$ cat config.mk
export PLATFORM = sky130hd
export DESIGN_NAME = mem_arb_ctrl_flat
export DESIGN_NICKNAME = d
export VERILOG_FILES = /design/src/rtl/mem_arb_ctrl_if.sv /design/src/rtl/mem_arb_ctrl.sv /design/src/flat_wrapper.sv
export SDC_FILE = /design/constraint.sdc
export NUM_CORES = 1
export LEC_CHECK = 0
export BUFFER_PORTS_ARGS = -buffer_cell sky130_fd_sc_hd__clkbuf_2
export CAP_MARGIN = 20
export CORE_MARGIN = 2
export CORE_UTILIZATION = 30
export DETAILED_ROUTE_END_ITERATION = 10
export PLACE_DENSITY = 0.66
export SLEW_MARGIN = 20
export SYNTH_ARGS = -nofsm -noshare
export SYNTH_HDL_FRONTEND = slang
export SYNTH_SLANG_ARGS = --single-unit
$ cat constraint.sdc
create_clock -name i_clk -period 2.1 [get_ports i_clk]
set_input_delay 0.21 -clock i_clk [delete_from_list [all_inputs] [get_ports i_clk]]
set_output_delay 0.21 -clock i_clk [all_outputs]
set_load 0.01 [all_outputs]
$ cat src/rtl/mem_arb_ctrl_if.sv
// mem_arb_ctrl_if: bundle of all bus/handshake signals around the memory
// arbiter.
//   Fetch requester : if_req, if_addr -> if_ack, if_rdata
//   Load/store req. : ls_req, ls_wren, ls_addr, ls_wdata, ls_bmask -> ls_ack, ls_rdata
//   Shared memory   : mem_req, mem_wren, mem_addr, mem_wdata, mem_bmask <- mem_rdata, mem_ack
// Modports:
//   slave  - the arbiter's view (requests and memory responses come in).
//   master - the environment's view (drives requests and memory responses).
interface mem_arb_ctrl_if;
    logic        if_req;
    logic [31:0] if_addr;
    logic        if_ack;
    logic [31:0] if_rdata;

    logic        ls_req;
    logic        ls_wren;
    logic [31:0] ls_addr;
    logic [31:0] ls_wdata;
    logic [3:0]  ls_bmask;
    logic        ls_ack;
    logic [31:0] ls_rdata;

    logic        mem_req;
    logic        mem_wren;
    logic [31:0] mem_addr;
    logic [31:0] mem_wdata;
    logic [3:0]  mem_bmask;
    logic [31:0] mem_rdata;
    logic        mem_ack;

    modport slave (
        input  if_req, if_addr,
        output if_ack, if_rdata,
        input  ls_req, ls_wren, ls_addr, ls_wdata, ls_bmask,
        output ls_ack, ls_rdata,
        output mem_req, mem_wren, mem_addr, mem_wdata, mem_bmask,
        input  mem_rdata, mem_ack
    );

    modport master (
        output if_req, if_addr,
        input  if_ack, if_rdata,
        output ls_req, ls_wren, ls_addr, ls_wdata, ls_bmask,
        input  ls_ack, ls_rdata,
        input  mem_req, mem_wren, mem_addr, mem_wdata, mem_bmask,
        output mem_rdata, mem_ack
    );
endinterface

$ cat src/rtl/mem_arb_ctrl.sv
// mem_arb_ctrl: two-requester (instruction fetch, load/store) arbiter in
// front of a single variable-latency memory port.
//   i_clk       - sole clock, rising edge.
//   i_reset     - asynchronous active-low reset.
//   bus         - mem_arb_ctrl_if.slave: requester and memory handshakes.
//   busy        - high whenever the FSM is not IDLE.
//   timeout_err - sticky; set when an access is aborted for lack of mem_ack.
// Each access takes IDLE -> BUSY_x -> DONE -> IDLE, so at most one access
// per three cycles. Ties are broken towards the requester not granted last.
module mem_arb_ctrl #(
    parameter int unsigned TO_CYCLES = 64
) (
    input  logic          i_clk,
    input  logic          i_reset,
    mem_arb_ctrl_if.slave bus,
    output logic          busy,
    output logic          timeout_err
);

    localparam int unsigned CW = (TO_CYCLES > 1) ? $clog2(TO_CYCLES) : 1;
    localparam logic [CW-1:0] TO_LAST = CW'(TO_CYCLES - 1);
    localparam logic [CW-1:0] CNT_ONE = CW'(1);
    localparam logic GRANT_IF = 1'b0;
    localparam logic GRANT_LS = 1'b1;

    typedef enum logic [1:0] {
        ST_IDLE    = 2'd0,
        ST_BUSY_IF = 2'd1,
        ST_BUSY_LS = 2'd2,
        ST_DONE    = 2'd3
    } state_t;

    state_t        state_q;
    logic          last_grant_q;
    logic [CW-1:0] cnt_q;
    logic          mem_req_q;
    logic          mem_wren_q;
    logic [31:0]   mem_addr_q;
    logic [31:0]   mem_wdata_q;
    logic [3:0]    mem_bmask_q;
    logic          if_ack_q;
    logic [31:0]   if_rdata_q;
    logic          ls_ack_q;
    logic [31:0]   ls_rdata_q;
    logic          busy_q;
    logic          timeout_err_q;

    logic          grant_if_s;
    logic          grant_ls_s;

    // Arbitration decision for the IDLE state; a tie goes to whoever was not granted last.
    always_comb begin
        grant_if_s = 1'b0;
        grant_ls_s = 1'b0;
        if (bus.if_req && bus.ls_req) begin
            if (last_grant_q == GRANT_IF) begin
                grant_ls_s = 1'b1;
            end else begin
                grant_if_s = 1'b1;
            end
        end else if (bus.if_req) begin
            grant_if_s = 1'b1;
        end else if (bus.ls_req) begin
            grant_ls_s = 1'b1;
        end else begin
            grant_if_s = 1'b0;
            grant_ls_s = 1'b0;
        end
    end

    // Access FSM with all outputs registered; acks are one-cycle pulses coinciding with DONE.
    always_ff @(posedge i_clk or negedge i_reset) begin
        if (!i_reset) begin
            state_q       <= ST_IDLE;
            last_grant_q  <= GRANT_IF;
            cnt_q         <= {CW{1'b0}};
            mem_req_q     <= 1'b0;
            mem_wren_q    <= 1'b0;
            mem_addr_q    <= 32'h0000_0000;
            mem_wdata_q   <= 32'h0000_0000;
            mem_bmask_q   <= 4'b0000;
            if_ack_q      <= 1'b0;
            if_rdata_q    <= 32'h0000_0000;
            ls_ack_q      <= 1'b0;
            ls_rdata_q    <= 32'h0000_0000;
            busy_q        <= 1'b0;
            timeout_err_q <= 1'b0;
        end else begin
            if_ack_q <= 1'b0;
            ls_ack_q <= 1'b0;
            case (state_q)
                ST_IDLE: begin
                    // mem_ack is ignored here; only requests matter.
                    if (grant_if_s) begin
                        state_q      <= ST_BUSY_IF;
                        busy_q       <= 1'b1;
                        last_grant_q <= GRANT_IF;
                        cnt_q        <= {CW{1'b0}};
                        mem_req_q    <= 1'b1;
                        mem_wren_q   <= 1'b0;
                        mem_addr_q   <= bus.if_addr;
                        mem_wdata_q  <= 32'h0000_0000;
                        mem_bmask_q  <= 4'b1111;
                    end else if (grant_ls_s) begin
                        state_q      <= ST_BUSY_LS;
                        busy_q       <= 1'b1;
                        last_grant_q <= GRANT_LS;
                        cnt_q        <= {CW{1'b0}};
                        mem_req_q    <= 1'b1;
                        mem_wren_q   <= bus.ls_wren;
                        mem_addr_q   <= bus.ls_addr;
                        mem_wdata_q  <= bus.ls_wdata;
                        mem_bmask_q  <= bus.ls_bmask;
                    end else begin
                        state_q   <= ST_IDLE;
                        busy_q    <= 1'b0;
                        mem_req_q <= 1'b0;
                    end
                end
                ST_BUSY_IF, ST_BUSY_LS: begin
                    if (bus.mem_ack) begin
                        state_q   <= ST_DONE;
                        mem_req_q <= 1'b0;
                        if (state_q == ST_BUSY_IF) begin
                            if_ack_q   <= 1'b1;
                            if_rdata_q <= bus.mem_rdata;
                        end else begin
                            ls_ack_q <= 1'b1;
                            // A store completes without touching the load data register.
                            if (!mem_wren_q) begin
                                ls_rdata_q <= bus.mem_rdata;
                            end else begin
                                ls_rdata_q <= ls_rdata_q;
                            end
                        end
                    end else if (cnt_q == TO_LAST) begin
                        // Abort: ack with zero data and flag the error permanently.
                        state_q       <= ST_DONE;
                        mem_req_q     <= 1'b0;
                        timeout_err_q <= 1'b1;
                        if (state_q == ST_BUSY_IF) begin
                            if_ack_q   <= 1'b1;
                            if_rdata_q <= 32'h0000_0000;
                        end else begin
                            ls_ack_q   <= 1'b1;
                            ls_rdata_q <= 32'h0000_0000;
                        end
                    end else begin
                        cnt_q <= cnt_q + CNT_ONE;
                    end
                end
                ST_DONE: begin
                    // No arbitration here, so a requester dropping req after its ack is never re-granted.
                    state_q   <= ST_IDLE;
                    busy_q    <= 1'b0;
                    mem_req_q <= 1'b0;
                end
                default: begin
                    state_q   <= ST_IDLE;
                    busy_q    <= 1'b0;
                    mem_req_q <= 1'b0;
                end
            endcase
        end
    end

    assign bus.mem_req   = mem_req_q;
    assign bus.mem_wren  = mem_wren_q;
    assign bus.mem_addr  = mem_addr_q;
    assign bus.mem_wdata = mem_wdata_q;
    assign bus.mem_bmask = mem_bmask_q;
    assign bus.if_ack    = if_ack_q;
    assign bus.if_rdata  = if_rdata_q;
    assign bus.ls_ack    = ls_ack_q;
    assign bus.ls_rdata  = ls_rdata_q;
    assign busy          = busy_q;
    assign timeout_err   = timeout_err_q;

endmodule

$ cat src/flat_wrapper.sv
// flat-port wrapper written by rule: the top's interface ports become plain ports
module mem_arb_ctrl_flat 
#(
    parameter int unsigned TO_CYCLES = 64
)
  (i_clk, i_reset, busy, timeout_err, bus_if_req, bus_if_addr, bus_if_ack, bus_if_rdata, bus_ls_req, bus_ls_wren, bus_ls_addr, bus_ls_wdata, bus_ls_bmask, bus_ls_ack, bus_ls_rdata, bus_mem_req, bus_mem_wren, bus_mem_addr, bus_mem_wdata, bus_mem_bmask, bus_mem_rdata, bus_mem_ack);
  mem_arb_ctrl_if bus_i ();
  input  logic i_clk;
  input  logic i_reset;
  output logic busy;
  output logic timeout_err;
  input wire logic [$bits(bus_i.if_req)-1:0] bus_if_req;
  input wire logic [$bits(bus_i.if_addr)-1:0] bus_if_addr;
  output wire logic [$bits(bus_i.if_ack)-1:0] bus_if_ack;
  output wire logic [$bits(bus_i.if_rdata)-1:0] bus_if_rdata;
  input wire logic [$bits(bus_i.ls_req)-1:0] bus_ls_req;
  input wire logic [$bits(bus_i.ls_wren)-1:0] bus_ls_wren;
  input wire logic [$bits(bus_i.ls_addr)-1:0] bus_ls_addr;
  input wire logic [$bits(bus_i.ls_wdata)-1:0] bus_ls_wdata;
  input wire logic [$bits(bus_i.ls_bmask)-1:0] bus_ls_bmask;
  output wire logic [$bits(bus_i.ls_ack)-1:0] bus_ls_ack;
  output wire logic [$bits(bus_i.ls_rdata)-1:0] bus_ls_rdata;
  output wire logic [$bits(bus_i.mem_req)-1:0] bus_mem_req;
  output wire logic [$bits(bus_i.mem_wren)-1:0] bus_mem_wren;
  output wire logic [$bits(bus_i.mem_addr)-1:0] bus_mem_addr;
  output wire logic [$bits(bus_i.mem_wdata)-1:0] bus_mem_wdata;
  output wire logic [$bits(bus_i.mem_bmask)-1:0] bus_mem_bmask;
  input wire logic [$bits(bus_i.mem_rdata)-1:0] bus_mem_rdata;
  input wire logic [$bits(bus_i.mem_ack)-1:0] bus_mem_ack;
  assign bus_i.if_req = bus_if_req;
  assign bus_i.if_addr = bus_if_addr;
  assign bus_if_ack = bus_i.if_ack;
  assign bus_if_rdata = bus_i.if_rdata;
  assign bus_i.ls_req = bus_ls_req;
  assign bus_i.ls_wren = bus_ls_wren;
  assign bus_i.ls_addr = bus_ls_addr;
  assign bus_i.ls_wdata = bus_ls_wdata;
  assign bus_i.ls_bmask = bus_ls_bmask;
  assign bus_ls_ack = bus_i.ls_ack;
  assign bus_ls_rdata = bus_i.ls_rdata;
  assign bus_mem_req = bus_i.mem_req;
  assign bus_mem_wren = bus_i.mem_wren;
  assign bus_mem_addr = bus_i.mem_addr;
  assign bus_mem_wdata = bus_i.mem_wdata;
  assign bus_mem_bmask = bus_i.mem_bmask;
  assign bus_i.mem_rdata = bus_mem_rdata;
  assign bus_i.mem_ack = bus_mem_ack;
  mem_arb_ctrl #(.TO_CYCLES(TO_CYCLES)) u_core (.i_clk(i_clk), .i_reset(i_reset), .bus(bus_i), .busy(busy), .timeout_err(timeout_err));
endmodule
==> impl_summary.md <==
STA
The final hold violation count is 0. Counting I/O delays and the setup requirement, the final critical path takes 1.932 ns. The largest clock skew in the final design is 0.01434 ns.

The final critical-path share of the clock period is 92.01%. Headroom to the max-slew limit came out at 65.41%. The total negative slack for setup checks is 0 ns. Setup repair after global routing left no endpoint under its margin. The final count of pins violating max slew is 0. For the pin with the worst max-slew slack, the measured transition is 0.5168 ns.

The highest clock rate is 517.5 MHz. The final setup violation count is 0.

Logic synthesis
The sequential-to-total area share from yosys stat is 59.60%. Sorting the synthesized cells by area gives the leading types as sky130_fd_sc_hd__dfrtp_1 (60%), sky130_fd_sc_hd__a22o_1 (18%), sky130_fd_sc_hd__mux2i_1 (5.2%). The post-synth design cell area is 0.006172 mm2. The synthesized netlist contains 38 unique library cells. The number of cells produced by synthesis is 493. The number of nets handed over by synthesis was 636. In the post-synthesis netlist, the cell with the most instances is sky130_fd_sc_hd__dfrtp_1. A synthesized cell averages 12.52 um2. Counting flops with a built-in enable in the synthesized netlist gives 0. The leading area contributor after synthesis is sky130_fd_sc_hd__dfrtp_1.

By count the netlist is led by sky130_fd_sc_hd__dfrtp_1 (147), sky130_fd_sc_hd__a22o_1 (127), sky130_fd_sc_hd__nand2_1 (46), sky130_fd_sc_hd__o21ai_0 (42), sky130_fd_sc_hd__mux2i_1 (32). Of the post-synthesis cell area, the dominant cell type holds 59.60%. The count of synthesis-stage warnings from yosys is 0. The synthesized design contains 147 register bits.

The async set-or-reset flop fraction in the synthesized netlist is 100.0%. The top flip-flop cell by instance count after synthesis is sky130_fd_sc_hd__dfrtp_1.

Die
In this run the count of I/O pins placed on the die edge is 276. The total die area is 0.02174 mm2. The core region is 0.02023 mm2. The floorplan step set the die width to 147.4 um. The number of core rows is 52. The initial standard-cell utilization of the core is 30.50%.

From bottom edge to top edge, the die measures 147.4 um.

Clock tree
The number of H-tree levels is 4. The clock sink count is 147. The clock buffer count from CTS is 17. After clock tree synthesis, the setup repair step added 0 buffers.

Clock-pin slew was measured on the worst setup and hold paths at 0.06 ns. For the worst-skew pair, the clock arrives at the later sink with an insertion delay of 0.43 ns. Counting along the longest clock path gives a buffer depth of 2. The CTS tree is built. The root buffer cell chosen for the clock tree is sky130_fd_sc_hd__clkbuf_16.

Critical path
The number of buffer and inverter instances along the worst setup path is 1. In this run the worst path has a maximum fanout of 9. Among all stages on the critical path, the largest delay is contributed by sky130_fd_sc_hd__dfrtp_1. The sort of element at the end of the critical path is a flip-flop.

STA classifies the critical path startpoint as a flip-flop. At the worst endpoint, the arrival time is 2.23 ns. The delay of the slowest cell on the worst path is 0.38 ns. In this design, the largest share of critical-path delay is due to compound AO/OA/AOI/OAI gates.

The required time of the critical path is 2.40 ns. The critical path is of the reg2reg type. The signal on the critical path passes through inv_1 > ha_2 > and2_4 > a211o_4 > nand2b_4 > a211o_1.

Cells and area
The share of cells above drive strength 1 is 41.70%. The count of filler cells inserted in the layout is 1949. For this run, the number of standard cells in the final layout without fillers is 1083. The signed area change from the synthesized netlist to the final layout is 42.67%.

The end-of-flow core utilization is 43.52%. The number of antenna diodes in the final layout is 0. Summing all non-filler instances in the final layout gives an area of 0.008806 mm2. The layout net count is 943.

Outcome
The flow ran to the end, and the final reports show no timing, DRC or antenna violations.

Placed design
The placed instance area is 0.007901 mm2. Counting tap cells, the placed design contains a total of 1018 instances. The estimated wirelength of the detail-placed design is 12930 um. The count of buffers added on input and output ports is 275.

The congestion estimate from routability-driven global placement came to 0.7510.

Global routing
The via count of the first global-routing pass came to 5199. The total routing usage reported by global routing is 16.43%. The global-route wire length before repair is 28240 um. The total overflow left after global routing is 0. The initial antenna violation count is 0. Entering global routing, the biggest net connects 52 pins.

Run
Max-cap violations in this run came to 0.

Route
The routed layout has 5152 vias. For this block, the initial DRC count from the detailed router was 152. The number of search-and-repair iterations in the first detailed-routing pass is 4. Dividing the detail-routed via count by the number of cells gives 4.757.

The DRC violation count after routing is 0. In the final routed layout, each cell accounts on average for 16.22 um. The final wirelength is 17560 um. The detail route stage leaves a number of antenna-violating nets equal to 0.

Power and ir drop
The power consumption is 13.84 mW. The leakage power is 4.607 nW. The worst supply voltage drop on vdd is 0.0005509 V. For this design the ratio of total power to cell area is 1572 mW/mm2.

Worst hold path
The path class of the tightest hold or removal check is in2reg.
[metal layers]
layer	vias up	global-route usage (%)	part of all wire [%]
li1	2464	-	-
met1	2434	20.67	43
met2	242	28.08	49
met3	12	4.228	7.7
met4	0	4.663	0.82
met5	-	0	0
[metrics by stage]
stage	setup slack, ns	hold WS [ns]
6_report	0.1677	0.02519
5_1_grt	0.02929	0.01099
4_1_cts	0.1109	0.002703
3_5_place_dp	0.1144	0.1793
3_3_place_gp	0.1725	0.1778
2_1_floorplan	0.2083	-0.08559
[state kept, by name, summed over array words and instances, names as in the netlist, 2 cells and up]
register and cells:
u_core.bus.mem_bmask 4, u_core.bus.if_rdata 32, u_core.state_q 2, u_core.bus.mem_addr 32, u_core.bus.mem_wdata 32, u_core.cnt_q 6, u_core.bus.ls_rdata 32
[what timing repair did]
action | CTS | global route
resized for setup | 0 | 1
hold endpoints to repair | 74 | 0
hold buffers | 33 | 0
setup endpoints to repair | 0 | 4
[cells in the final DEF, fill, tap and decap left out, types with 7 or more instances in the layout]
| master | count |
|---|---|
| sky130_fd_sc_hd__buf_4 | 14 |
| sky130_fd_sc_hd__clkbuf_16 | 17 |
| sky130_fd_sc_hd__o21ai_0 | 42 |
| sky130_fd_sc_hd__dfrtp_1 | 147 |
| sky130_fd_sc_hd__dlygate4sd3_1 | 33 |
| sky130_fd_sc_hd__clkbuf_2 | 274 |
| sky130_fd_sc_hd__mux2i_1 | 32 |
| sky130_fd_sc_hd__nand2_1 | 46 |
| sky130_fd_sc_hd__inv_1 | 7 |
| sky130_fd_sc_hd__a22o_1 | 127 |
[cell families (layout without fill, tap and decap cells)]
| logic type | after synthesis | in the layout | synth area share, % |
|---|---|---|---|
| AOI/OAI and AO/OA | 185 | 185 | 23.60 |
| adders and majority gates | 5 | 5 | 1.014 |
| buffers and inverters | 47 | 367 | 4.277 |
| DFF | 147 | 147 | 59.60 |
| muxes | 34 | 34 | 5.554 |
| and+or+nand+nor | 75 | 75 | 5.960 |
[final timing paths]
check / from / endpoint / slack (ns) / depth (start not counted)
min reg2reg: u_core.bus.mem_addr[29] / u_core.bus.mem_addr[29] / 0.48 / 2
max: u_core.state_q[1] / u_core.cnt_q[5] / 0.17 / 6
max in group asynchronous: i_reset / u_core.bus.mem_wdata[5] / 1.20 / 3
max reg2reg: u_core.state_q[1] / u_core.cnt_q[5] / 0.17 / 6
min: bus_ls_wdata[18] / u_core.bus.mem_wdata[18] / 0.03 / 2
min in group asynchronous: i_reset / u_core.bus.mem_wdata[24] / 0.30 / 2
[power breakdown]
part / internal [mW] / switching [mW] / leakage (nW)
Sequential: 4.12 / 0.858 / 1.84
Clock: 1.67 / 1.31 / 0.271
Combinational: 2.85 / 3.04 / 2.50
Total: 8.63 / 5.21 / 4.61
[area by class of cell]
cell class / instances / area, um2 / area share [%]
clock buffer: 18 / 429.2 / 4.874
clock inverter: 14 / 142.6 / 1.620
inverter: 7 / 26.28 / 0.2984
multi-input combinational: 299 / 2253 / 25.59
sequential: 147 / 3679 / 41.77
tap: 270 / 337.8 / 3.836
timing repair buffer: 328 / 1938 / 22.01
(Power assumes the default switching activity.)
